$ cat config.mk
export PLATFORM = sky130hd
export DESIGN_NAME = ibex_data_mem_bridge_flat
export DESIGN_NICKNAME = d
export VERILOG_FILES = /design/src/rtl/ibex_data_mem_bridge_if.sv /design/src/rtl/ibex_data_mem_bridge.sv /design/src/flat_wrapper.sv
export SDC_FILE = /design/constraint.sdc
export NUM_CORES = 1
export LEC_CHECK = 0
export BUFFER_PORTS_ARGS = -buffer_cell sky130_fd_sc_hd__buf_2
export CAP_MARGIN = 0
export CORE_AREA = 3 3 71 73
export CTS_CLUSTER_SIZE = 20
export DETAILED_ROUTE_END_ITERATION = 16
export DIE_AREA = 0 0 74 76
export GPL_ROUTABILITY_DRIVEN = 0
export GPL_TIMING_DRIVEN = 0
export PLACE_DENSITY = 0.71
export SYNTH_ARGS = -nofsm -noshare
export SYNTH_HDL_FRONTEND = slang
export SYNTH_SLANG_ARGS = --single-unit
$ cat constraint.sdc
create_clock -name clk -period 4.3 [get_ports clk]
set_input_delay 0.86 -clock clk [delete_from_list [all_inputs] [get_ports clk]]
set_output_delay 0.86 -clock clk [all_outputs]
set_load 0.005 [all_outputs]
$ cat src/rtl/ibex_data_mem_bridge_if.sv
// LSU data-port bundle: req/gnt/rvalid handshake with address, store data and response.
interface ibex_data_mem_bridge_if;
    logic        req;
    logic        gnt;
    logic        rvalid;
    logic        err;
    logic [31:0] addr;
    logic        we;
    logic [3:0]  be;
    logic [31:0] wdata;
    logic [31:0] rdata;

    modport master (
        output req, addr, we, be, wdata,
        input  gnt, rvalid, err, rdata
    );

    modport slave (
        input  req, addr, we, be, wdata,
        output gnt, rvalid, err, rdata
    );
endinterface

$ cat src/rtl/ibex_data_mem_bridge.sv
// LSU data port to single-port sync SRAM bridge with wait states and shared-port arbitration.
// DMEM_BRIDGE_ERR_EN: out-of-window accesses answer with err instead of aliasing into the SRAM.
module ibex_data_mem_bridge #(
    parameter logic [31:0] ADDR_BASE   = 32'h0000_0000,
    parameter int unsigned MEM_WORDS   = 1024,
    parameter int unsigned WAIT_CYCLES = 0,
    localparam int unsigned AW         = $clog2(MEM_WORDS)
) (
    input  logic                  clk,
    input  logic                  rst_n,
    ibex_data_mem_bridge_if.slave bus,
    input  logic                  mem_gnt,
    output logic                  mem_cs,
    output logic                  mem_we,
    output logic [3:0]            mem_be,
    output logic [AW-1:0]         mem_addr,
    output logic [31:0]           mem_wdata,
    input  logic [31:0]           mem_rdata
);

    localparam logic [1:0] IDLE = 2'd0;
    localparam logic [1:0] WAIT = 2'd1;
    localparam logic [1:0] RESP = 2'd2;

    localparam logic [3:0] WS_MAX = 4'(WAIT_CYCLES);

    logic [1:0]  state_q;
    logic [1:0]  state_d;
    logic [3:0]  ws_q;
    logic        we_q;
    logic        err_q;
    logic        err_d;
    logic        hit;
    logic [31:0] off;

    assign bus.gnt = bus.req & mem_gnt & (ws_q == WS_MAX);

    always_ff @(posedge clk or negedge rst_n) begin
        if (!rst_n) begin
            ws_q <= 4'd0;
        end else if (!bus.req || bus.gnt) begin
            ws_q <= 4'd0;
        end else if (ws_q != WS_MAX) begin
            ws_q <= ws_q + 4'd1;
        end
    end

    // Next state depends only on this cycle's handshake, also from RESP
    always_comb begin
        state_d = IDLE;
        unique case (1'b1)
            bus.gnt:             state_d = RESP;
            bus.req && !bus.gnt: state_d = WAIT;
            !bus.req:            state_d = IDLE;
            default:             state_d = IDLE;
        endcase
    end

    always_ff @(posedge clk or negedge rst_n) begin
        if (!rst_n) begin
            state_q <= IDLE;
            we_q    <= 1'b0;
            err_q   <= 1'b0;
        end else begin
            state_q <= state_d;
            if (bus.gnt) begin
                we_q  <= bus.we;
                err_q <= err_d;
            end
        end
    end

`ifdef DMEM_BRIDGE_ERR_EN
    logic [32:0] a33;
    logic [32:0] lo33;
    logic [32:0] hi33;

    assign a33   = {1'b0, bus.addr};
    assign lo33  = {1'b0, ADDR_BASE};
    assign hi33  = lo33 + (33'(MEM_WORDS) << 2);
    assign hit   = (a33 >= lo33) && (a33 < hi33);
    assign err_d = ~hit;
`else
    assign hit   = 1'b1;
    assign err_d = 1'b0;
`endif

    assign off       = bus.addr - ADDR_BASE;
    assign mem_cs    = bus.gnt & hit;
    assign mem_we    = bus.we;
    assign mem_be    = bus.be;
    assign mem_wdata = bus.wdata;
    assign mem_addr  = AW'(off >> 2);

    assign bus.rvalid = (state_q == RESP);
    assign bus.err    = bus.rvalid & err_q;
    assign bus.rdata  = (bus.rvalid && !we_q && !err_q) ? mem_rdata : 32'd0;

endmodule

$ cat src/flat_wrapper.sv
// flat-port wrapper written by rule: the top's interface ports become plain ports
module ibex_data_mem_bridge_flat 
#(
    parameter logic [31:0] ADDR_BASE   = 32'h0000_0000,
    parameter int unsigned MEM_WORDS   = 1024,
    parameter int unsigned WAIT_CYCLES = 0,
    localparam int unsigned AW         = $clog2(MEM_WORDS)
)
  (clk, rst_n, mem_gnt, mem_cs, mem_we, mem_be, mem_addr, mem_wdata, mem_rdata, bus_req, bus_addr, bus_we, bus_be, bus_wdata, bus_gnt, bus_rvalid, bus_err, bus_rdata);
  ibex_data_mem_bridge_if bus_i ();
  input  logic clk;
  input  logic rst_n;
  input  logic mem_gnt;
  output logic mem_cs;
  output logic mem_we;
  output logic [3:0] mem_be;
  output logic [AW-1:0] mem_addr;
  output logic [31:0] mem_wdata;
  input  logic [31:0] mem_rdata;
  input wire logic [$bits(bus_i.req)-1:0] bus_req;
  input wire logic [$bits(bus_i.addr)-1:0] bus_addr;
  input wire logic [$bits(bus_i.we)-1:0] bus_we;
  input wire logic [$bits(bus_i.be)-1:0] bus_be;
  input wire logic [$bits(bus_i.wdata)-1:0] bus_wdata;
  output wire logic [$bits(bus_i.gnt)-1:0] bus_gnt;
  output wire logic [$bits(bus_i.rvalid)-1:0] bus_rvalid;
  output wire logic [$bits(bus_i.err)-1:0] bus_err;
  output wire logic [$bits(bus_i.rdata)-1:0] bus_rdata;
  assign bus_i.req = bus_req;
  assign bus_i.addr = bus_addr;
  assign bus_i.we = bus_we;
  assign bus_i.be = bus_be;
  assign bus_i.wdata = bus_wdata;
  assign bus_gnt = bus_i.gnt;
  assign bus_rvalid = bus_i.rvalid;
  assign bus_err = bus_i.err;
  assign bus_rdata = bus_i.rdata;
  ibex_data_mem_bridge #(.ADDR_BASE(ADDR_BASE), .MEM_WORDS(MEM_WORDS), .WAIT_CYCLES(WAIT_CYCLES)) u_core (.clk(clk), .rst_n(rst_n), .bus(bus_i), .mem_gnt(mem_gnt), .mem_cs(mem_cs), .mem_we(mem_we), .mem_be(mem_be), .mem_addr(mem_addr), .mem_wdata(mem_wdata), .mem_rdata(mem_rdata));
endmodule
==> run_results.csv, run 1 <==
group,metric,value,unit
timing,period_minus_slack,2.42,ns
clock_network,cts-root-buf,"clkbuf_8",
yosys,syn_nets,222,
grt,first_global_vias,972,
detailed_routing,ant_nets,0,
grt,grt_use_total,10.7,%
clock_network,cts-buffers-inserted,3,
yosys,synth_cells,115,
setup_path,cp.arrival,1.56,ns
flow_run,drv_cap,0,
power,switching_power,0.0000633,W
clock_network,clock_path_buffers,2,
grt,grt_pass1_wl,4790,µm
clock_network,clk_pin_slew,0.04,ns
timing,rsz0062_at_grt,"false",
yosys,synth_top_cell_by_area,"buf_4",
yosys,synthTopCellsByArea,"buf_4 39%, and2_1 22%, dfrtp_1 19%",
die,core,4410,µm²
setup_path,cp-start-kind,"flop",
die,io_pins,188,
yosys,ys_types,23,
yosys,synth-compound-area-share,2.93,%
detailed_routing,drt_wl_total,3430,µm
power,power.density,161,nW/µm²
yosys,synth_commonest_cells,"49 x buf_4, 33 x and2_1, 7 x dfrtp_1",
timing,fin_skew,0.00260,ns
grt,grt_overflow,0,
yosys,synth-async-reset-ratio,100,%
cells_and_area,layout-drive-gt1-share,74.7,%
setup_path,worstSetupPathType,"flop to output port",
power,p_leak,1.05,nW
power,clkPwrFrac,34.2,%
place,pre_cts_slack,2.02,ns
clock_network,cts-htree-levels,1,
detailed_routing,vias,1064,
clock_network,cts-hold-fix-buffers,0,
timing,worst_slack,1.88,ns
yosys,yosysWarnings,0,
yosys,ys_seq_area_share,18.6,%
grt,antenna_found_initial,0,
yosys,yosys.area_share.simple,31.4,%
die,fp.dieH,76,µm
yosys,synthMuxAreaShare,1.60,%
yosys,synth_top_family_by_area,"buffers and inverters",
yosys,avgSynthCellArea,8.17,µm²
clock_network,cts.sinks,7,
place,io_buffer_count,118,
power,ir_drop,0.186,mV
timing,setup_viol,0,
power,internal-power,0.000201,W
timing,setup_tns,0,ns
clock_network,cts_tree,"built",
detailed_routing,drtIter0Drc,10,
yosys,synth_adder_area_share,2.66,%
timing,min_period_over_period,56.3,%
timing,hold_viol_final,0,
cells_and_area,num_antenna_cells,0,
yosys,synth.most_common_cell,"buf_4",
die,start_util,21.3,%
cells_and_area,fin_util,37.2,%
clock_network,post_cts_resized,0,
worst_hold_path,worstHoldPathType,"input port to asynchronous set/reset pin",
detailed_routing,drt_pre_antenna_iters,4,
cells_and_area,area_growth,74.7,%
detailed_routing,wl_per_cell,11.9,µm
yosys,synth-edff-count,0,
power,combPwrFrac,39.2,%
die,dieArea,5620,µm²
timing,drv_slew,0,
timing,fmax,0.413,GHz
yosys,ys_seq_elements,7,
setup_path,cp_max_fo,5,
detailed_routing,vias_per_cell,3.68,
die,die_w,74,µm
grt,grt_max_degree,11,
yosys,synth_top_area_share,39.1,%
yosys,synth-main-ff-cell,"dfrtp_1",
detailed_routing,route.detailed.drc,0,
clock_network,clock_latency,0.23,ns
clock_network,cts_setup_buffers,0,
yosys,synthesis.area,940,µm²
yosys,synth-xor-area-share,0.932,%
run_status,status,"completed",
power,sw_frac_of_total,23.9,%
power,p_seq_share,26.5,%
place,place_hpwl,3100,µm
setup_path,crit_required,3.44,ns
setup_path,cp-end-kind,"output port",
setup_path,rr_worst_depth,5,
cells_and_area,num-fill-cells,458,
die,row_count,24,
cells_and_area,final_nets,345,
layout make-up:
cell class / count / area [µm²] / area share (%)
Buffer: 52 / 382 / 23.2
Timing Repair Buffer: 118 / 591 / 36.0
Multi-Input combinational cell: 54 / 375 / 22.9
Clock buffer: 3 / 41.3 / 2.52
Inverter: 2 / 7.51 / 0.457
Tap cell: 52 / 65.1 / 3.96
Sequential cell: 7 / 175 / 10.7
Clock inverter: 1 / 5.00 / 0.305
through the flow:
stage          std cells  power [W]  hold slack [ns]  area (µm²)
2_1_floorplan        115   0.000124            0.475         940
3_3_place_gp         285   0.000175            0.514        1600
3_5_place_dp         285   0.000176            0.517        1600
4_1_cts              289   0.000270            0.460        1640
5_1_grt              289   0.000286            0.458        1640
6_report             289   0.000265            0.460        1640
power by group through the flow:
stage	sequential, W	combinational [W]	clock, W
after floorplan	0.0000705	0.0000538	0
after global placement	0.0000710	0.000104	0
after detailed placement	0.0000711	0.000105	0
after CTS	0.0000702	0.000106	0.0000938
after global routing	0.0000703	0.000115	0.0000999
final	0.0000703	0.000104	0.0000906
kinds of logic after synthesis:
family | count (synthesis)
buffers and inverters | 54
adder cells (fa/ha/maj) | 2
other | 1
XOR/XNOR | 1
flip-flops | 7
AND/OR/NAND/NOR | 45
multiplexers | 1
AO/OA/AOI/OAI | 4
path summary, 6_finish.rpt:
check,from,to,slack (ns)
max,u_core.ws_q[0],mem_cs,1.88
min,rst_n,u_core.we_q,0.46
max reg2reg,u_core.ws_q[0],u_core.we_q,2.75
min reg2reg,u_core.we_q,u_core.we_q,0.53
max in group asynchronous,rst_n,u_core.ws_q[1],3.68
min in group clk,u_core.we_q,u_core.we_q,0.53
cell usage in the layout, fill, tap and decap left out, drive strengths merged:
cell	count
a21boi	2
and2	33
and2b	1
and3	1
buf	167
clkbuf	6
clkinv	1
conb	1
dfrtp	7
ha	2
inv	2
mux2	1
nand2b	2
nand3	1
nand3b	2
nor2	1
nor2b	2
nor3b	1
nor4	1
o21a	1
o21ai	1
xnor2	1
layer usage:
| layer | GRT usage [%] | part of all wire, % | wire length, µm |
|---|---|---|---|
| met1 | 12.1 | 35 | 1190 |
| met2 | 18.8 | 48 | 1660 |
| met3 | 4.62 | 16 | 564 |
| met4 | 1.09 | 0.50 | 17 |
| met5 | 0 | 0 | 0 |
critical path, cell delays in order, from the launching register on:
cell and delay [ns]:
dfrtp_1 0.40, inv_1 0.09, ha_1 0.16, nor3b_2 0.23, and3_4 0.25, buf_4 0.10
buf_2 0.10
registers in the layout (all words and copies together), names as in the netlist:
register	flops
u_core.ws_q	4
u_core.state_q	2
u_core.we_q	1
Power figures use the tool's default switching activity.
==> run 2: changes to the inputs <==
--- a/config.mk
+++ b/config.mk
@@ -5,15 +5,17 @@
 export SDC_FILE = /design/constraint.sdc
 export NUM_CORES = 1
 export LEC_CHECK = 0
+export ABC_AREA = 1
 export BUFFER_PORTS_ARGS = -buffer_cell sky130_fd_sc_hd__buf_2
 export CAP_MARGIN = 0
-export CORE_AREA = 3 3 71 73
+export CORE_ASPECT_RATIO = 0.8
+export CORE_MARGIN = 3
+export CORE_UTILIZATION = 25
 export CTS_CLUSTER_SIZE = 20
 export DETAILED_ROUTE_END_ITERATION = 16
-export DIE_AREA = 0 0 74 76
 export GPL_ROUTABILITY_DRIVEN = 0
 export GPL_TIMING_DRIVEN = 0
-export PLACE_DENSITY = 0.71
+export PLACE_DENSITY = 0.8
 export SYNTH_ARGS = -nofsm -noshare
 export SYNTH_HDL_FRONTEND = slang
 export SYNTH_SLANG_ARGS = --single-unit
==> constraint.sdc (replaced) <==
create_clock -name clk -period 2 [get_ports clk]
set_input_delay 0.4 -clock clk [delete_from_list [all_inputs] [get_ports clk]]
set_output_delay 0.4 -clock clk [all_outputs]
set_load 0.005 [all_outputs]
==> run_results.csv, run 2 <==
group,metric,value,unit
run_status,status,"finished with violations",
run_status,violations,"negative hold slack",
yosys,synth_top_cell_by_area,"buf_4",
die,core,4030,µm²
timing,fmax,0.566,GHz
timing,setup_tns,0,ns
cells_and_area,area_growth,63.7,%
setup_path,slowest_stage,"dfrtp_1",
clock_network,clk_pin_slew,0.04,ns
detailed_routing,wl_per_cell,9.67,µm
flow_run,drv_cap,0,
timing,worst_slack,0.233,ns
grt,antenna_found_initial,0,
detailed_routing,vias_per_cell,3.51,
yosys,yosys.area_share.simple,28.8,%
power,p_leak,1.21,nW
timing,period_minus_slack,1.77,ns
grt,grt_use_total,10.3,%
power,ir_drop,0.448,mV
timing,drv_slew,0,
cells_and_area,num-fill-cells,401,
power,p_seq_share,24.9,%
setup_path,cp-start-kind,"flop",
yosys,synth_commonest_cells,"49 x buf_4, 38 x inv_1, 27 x nor2_2, 7 x dfrtp_1",
place,io_buffer_count,118,
setup_path,timing.critical_path.to,"mem_cs",
setup_path,rr_worst_depth,6,
cells_and_area,final_nets,384,
worst_hold_path,worstHoldPathType,"input port to asynchronous set/reset pin",
yosys,ys_types,17,
clock_network,clock_path_buffers,2,
die,die_w,80.4,µm
yosys,ys_seq_area_share,15.8,%
cells_and_area,num_antenna_cells,0,
die,row_count,20,
yosys,synth.most_common_cell,"buf_4",
power,switching_power,0.000164,W
clock_network,cts-htree-levels,1,
setup_path,path_cells,"inv_1 -> ha_1 -> nand2_2 -> nor2_4 -> buf_4 -> buf_2",
cells_and_area,layout-drive-gt1-share,75.4,%
cells_and_area,largest_register,"u_core.ws_q",
setup_path,max_stage_delay,0.38,ns
place,pre_cts_slack,0.463,ns
yosys,synthMuxAreaShare,0,%
power,power,0.000604,W
clock_network,post_cts_resized,0,
setup_path,path_buf_inv,3,
clock_network,cts-root-buf,"clkbuf_8",
yosys,synth_adder_area_share,2.26,%
place,place_hpwl,2930,µm
detailed_routing,drt_wl_total,3200,µm
die,io_pins,188,
cells_and_area,final_common_cell,"buf_2",
timing,rsz0062_at_grt,"false",
yosys,synth-async-reset-ratio,100,%
clock_network,cts-hold-fix-buffers,0,
setup_path,reg2reg_from,"u_core.ws_q[0]",
setup_path,ff2ff_setup_slack,0.89,ns
yosys,synth_top_area_share,33.3,%
cells_and_area,final_cell_mix,"118 x buf_2, 49 x buf_4, 38 x inv_1, 27 x nor2_2, 7 x dfrtp_1",
yosys,yosysWarnings,0,
yosys,synthesis.area,1110,µm²
yosys,synth-edff-count,0,
clock_network,cts_setup_buffers,0,
setup_path,cp.arrival,1.37,ns
yosys,ys_seq_elements,7,
detailed_routing,drtIter0Drc,12,
yosys,avgSynthCellArea,7.18,µm²
cells_and_area,stdcell_area,1810,µm²
power,sw_frac_of_total,27.1,%
yosys,synthTopCellsByArea,"buf_4 33%, dfrtp_1 16%, nor2_2 15%",
die,fp.dieH,65.5,µm
place,place_area,1770,µm²
clock_network,clock_latency,0.22,ns
setup_path,cp-end-kind,"output port",
grt,grt_pass1_wl,4400,µm
timing,worst_hold_slack,-0.000917,ns
cells_and_area,largest_registers,"u_core.ws_q (4), u_core.state_q (2), u_core.we_q (1)",
detailed_routing,ant_nets,0,
yosys,syn_nets,261,
setup_path,crit_required,1.60,ns
yosys,synth_cells,154,
setup_path,worstSetupPathType,"flop to output port",
yosys,synth_top_family_by_area,"buffers and inverters",
setup_path,cp_max_fo,4,
grt,grt_overflow,0,
setup_path,regToRegEndpoint,"u_core.we_q",
clock_network,cts_tree,"built",
grt,first_global_vias,973,
setup_path,cp.depth,6,
power,power.density,333,nW/µm²
detailed_routing,drt_pre_antenna_iters,4,
timing,fin_skew,0.000680,ns
power,internal-power,0.000440,W
yosys,synth-main-ff-cell,"dfrtp_1",
setup_path,startpoint,"u_core.ws_q[0]",
yosys,synth-xor-area-share,1.58,%
grt,grt_max_degree,11,
power,clkPwrFrac,32.1,%
cells_and_area,largest_register_ff_count,4,
power,combPwrFrac,43.0,%
detailed_routing,vias,1161,
die,dieArea,5260,µm²
clock_network,cts-buffers-inserted,3,
detailed_routing,route.detailed.drc,0,
setup_path,crit_family,"flip-flops",
timing,setup_viol,0,
yosys,synth-compound-area-share,0.905,%
die,start_util,27.5,%
cells_and_area,fin_util,44.9,%
timing,hold_viol_final,4,
clock_network,cts.sinks,7,
timing,min_period_over_period,88.4,%
==> run 2: through the flow <==
stage	cells	hold slack (ns)
2_1_floorplan	154	0.104
3_3_place_gp	327	0.236
3_5_place_dp	327	0.240
4_1_cts	331	0.000885
5_1_grt	331	0.0112
6_report	331	-0.000917
==> run 2: kinds of logic (layout without fill, tap and decap cells) <==
family / count (synthesis) / count (layout)
adder cells (fa/ha/maj): 2 / 2
buffers and inverters: 90 / 212
AO/OA/AOI/OAI: 2 / 2
AND/OR/NAND/NOR: 50 / 50
XOR/XNOR: 2 / 2
other: 1 / 1
flip-flops: 7 / 7
==> run 2: how the worst min path moves through the flow <==
stage / startpoint / to / cells past startpoint
floorplan: rst_n / u_core.state_q[0] / 0
global placement: rst_n / u_core.ws_q[2] / 1
detailed placement: rst_n / u_core.ws_q[2] / 1
CTS: rst_n / u_core.ws_q[2] / 1
global route: rst_n / u_core.ws_q[2] / 1
finish: rst_n / u_core.ws_q[1] / 1
==> run 2: final cells by class <==
| class | instances | area (µm²) | area share [%] |
|---|---|---|---|
| clock buffers | 4 | 45.0 | 2.49 |
| well taps | 55 | 68.8 | 3.80 |
| multi-input cells | 57 | 375 | 20.7 |
| flip-flops and latches | 7 | 175 | 9.68 |
| plain buffers | 52 | 413 | 22.8 |
| inverters | 38 | 143 | 7.88 |
| repair buffers | 118 | 591 | 32.6 |
==> run 2: routing by layer <==
| layer | GRT usage (%) | wire (µm) | up-vias |
|---|---|---|---|
| met5 | 0 | 0 | - |
| met4 | 2.74 | 19 | 0 |
| met3 | 2.19 | 253 | 2 |
| met2 | 17.7 | 1760 | 54 |
| met1 | 13.1 | 1170 | 477 |
| li1 | - | - | 628 |
==> run 2: power by group through the flow <==
stage / clock (W) / sequential, W / combinational [W]
5_1_grt: 0.000207 / 0.000150 / 0.000287
3_3_place_gp: 0 / 0.000152 / 0.000259
6_report: 0.000194 / 0.000150 / 0.000260
4_1_cts: 0.000201 / 0.000150 / 0.000264
3_5_place_dp: 0 / 0.000152 / 0.000263
2_1_floorplan: 0 / 0.000151 / 0.000148
==> run 3: changes to the inputs <==
--- a/config.mk
+++ b/config.mk
@@ -8,14 +8,14 @@
 export ABC_AREA = 1
 export BUFFER_PORTS_ARGS = -buffer_cell sky130_fd_sc_hd__buf_2
 export CAP_MARGIN = 0
-export CORE_ASPECT_RATIO = 0.8
-export CORE_MARGIN = 3
-export CORE_UTILIZATION = 25
+export CORE_AREA = 2 2 72 74
 export CTS_CLUSTER_SIZE = 20
 export DETAILED_ROUTE_END_ITERATION = 16
+export DIE_AREA = 0 0 74 76
 export GPL_ROUTABILITY_DRIVEN = 0
 export GPL_TIMING_DRIVEN = 0
-export PLACE_DENSITY = 0.8
+export PLACE_DENSITY = 0.71
+export SKIP_CTS_REPAIR_TIMING = 1
 export SYNTH_ARGS = -nofsm -noshare
 export SYNTH_HDL_FRONTEND = slang
 export SYNTH_SLANG_ARGS = --single-unit
==> constraint.sdc (replaced) <==
create_clock -name clk -period 1.85 [get_ports clk]
set_input_delay 0.37 -clock clk [delete_from_list [all_inputs] [get_ports clk]]
set_output_delay 0.37 -clock clk [all_outputs]
set_load 0.005 [all_outputs]
==> run_results.csv, run 3 (synthesis results as in run 2) <==
group,metric,value,unit
power,sw_frac_of_total,26.7,%
setup_path,worstSetupPathType,"flop to output port",
grt,antenna_found_initial,0,
timing,worst_slack,0.0994,ns
grt,grt_max_degree,11,
setup_path,cp-end-kind,"output port",
setup_path,cp.arrival,1.38,ns
clock_network,cts.sinks,7,
worst_hold_path,whs_path_depth,3,
detailed_routing,ant_nets,0,
setup_path,cp.depth,6,
clock_network,cts-root-buf,"clkbuf_8",
timing,setup_tns,0,ns
power,power.density,354,nW/µm²
timing,period_minus_slack,1.75,ns
detailed_routing,met1_length,1090,µm
cells_and_area,stdcell_area,1840,µm²
setup_path,max_stage_delay,0.39,ns
power,p_leak,1.22,nW
setup_path,path_buf_inv,3,
timing,min_period_over_period,94.6,%
cells_and_area,final_common_cell,"buf_2",
die,io_pins,188,
flow_run,drv_cap,0,
clock_network,cts_tree,"built",
setup_path,crit_required,1.48,ns
cells_and_area,layout-drive-gt1-share,75.1,%
detailed_routing,drt_pre_antenna_iters,4,
cells_and_area,num-fill-cells,509,
detailed_routing,drt_wl_total,2900,µm
detailed_routing,wl_per_cell,8.35,µm
cells_and_area,fin_util,37.4,%
timing,rsz0062_at_grt,"false",
clock_network,clock_path_buffers,2,
setup_path,crit_family,"flip-flops",
timing,hold_viol_final,0,
die,core,4910,µm²
setup_path,cp-start-kind,"flop",
power,internal-power,0.000477,W
cells_and_area,largest_register,"u_core.ws_q",
grt,grt_use_total,9.52,%
die,dieArea,5620,µm²
cells_and_area,area_growth,66.3,%
die,fp.dieH,76,µm
place,place_area,1780,µm²
cells_and_area,final_cell_mix,"118 x buf_2, 49 x buf_4, 38 x inv_1, 27 x nor2_2, 7 x dfrtp_1",
timing,fin_skew,0.000339,ns
timing,fmax,0.571,GHz
cells_and_area,largest_register_ff_count,4,
place,place_hpwl,2630,µm
die,row_count,26,
place,pre_cts_slack,0.341,ns
timing,drv_slew,0,
grt,grt_overflow,0,
detailed_routing,vias,1170,
grt,first_global_vias,1022,
die,start_util,22.5,%
detailed_routing,drtIter0Drc,17,
cells_and_area,num_antenna_cells,0,
setup_path,path_cells,"inv_1 -> ha_1 -> nand2_2 -> nor2_4 -> buf_4 -> buf_2",
cells_and_area,final_nets,385,
power,switching_power,0.000173,W
setup_path,rr_worst_depth,6,
cells_and_area,largest_registers,"u_core.ws_q (4), u_core.state_q (2), u_core.we_q (1)",
power,combPwrFrac,43.0,%
timing,worst_hold_slack,0.379,ns
die,die_w,74,µm
place,io_buffer_count,118,
power,ir_drop,0.140,mV
clock_network,cts-htree-levels,1,
detailed_routing,route.detailed.drc,0,
detailed_routing,highest_layer,"met4",
detailed_routing,dr_wl_met3,217,µm
detailed_routing,wl_met2,1550,µm
run_status,status,"completed",
detailed_routing,vias_per_cell,3.37,
power,clkPwrFrac,32.0,%
setup_path,ff2ff_setup_slack,0.71,ns
power,p_seq_share,25.0,%
grt,grt_pass1_wl,4400,µm
timing,setup_viol,0,
clock_network,cts-buffers-inserted,3,
setup_path,slowest_stage,"dfrtp_1",
clock_network,clock_latency,0.22,ns
clock_network,clk_pin_slew,0.04,ns
setup_path,cp_max_fo,4,
worst_hold_path,worstHoldPathType,"input port to flop",
run 3: cell types whose count changed in the layout (fill, tap and decap cells not counted):
cell           previous run  this run
dlygate4sd3_1             0         1
run 3: worst paths after layout:
path                                      from        endpoint
worst max-delay path            u_core.ws_q[0]          mem_cs
worst min-delay path                    bus_we     u_core.we_q
worst max register to register  u_core.ws_q[0]     u_core.we_q
worst min register to register     u_core.we_q     u_core.we_q
max in group asynchronous                rst_n     u_core.we_q
min in group asynchronous                rst_n  u_core.ws_q[0]
run 3: power groups by stage:
stage	Clock [W]	Combinational, W	Sequential (W)
after floorplan	0	0.000160	0.000163
after global placement	0	0.000277	0.000164
after detailed placement	0	0.000281	0.000165
after CTS	0.000214	0.000282	0.000163
after global routing	0.000226	0.000308	0.000163
final	0.000208	0.000280	0.000162
run 3: metrics by stage:
stage               power (W)  std cells
CTS                  0.000659        346
global placement     0.000442        342
floorplan            0.000324        154
finish               0.000650        347
global route         0.000698        347
detailed placement   0.000446        342
run 3: metal layers:
| metal | vias up | track usage [%] |
|---|---|---|
| li1 | 626 | - |
| met1 | 487 | 10.5 |
| met2 | 53 | 17.1 |
| met3 | 4 | 1.06 |
| met4 | 0 | 5.09 |
| met5 | - | 0 |
run 3: final cells by class:
type | instances | area [µm²] | share of cell area, %
tap | 70 | 87.6 | 4.76
inverter | 38 | 143 | 7.76
timing repair buffer | 119 | 601 | 32.7
buffer | 52 | 413 | 22.4
multi-input combinational | 57 | 375 | 20.4
clock buffer | 4 | 45.0 | 2.45
sequential | 7 | 175 | 9.52
run 3: worst reg2reg max path, delay by kind of cell (launching register included):
family                     cells  cell delay [ns]
DFF                            1             0.39
adders and majority gates      1             0.21
and+or+nand+nor                4             0.37
buffers and inverters          1             0.11
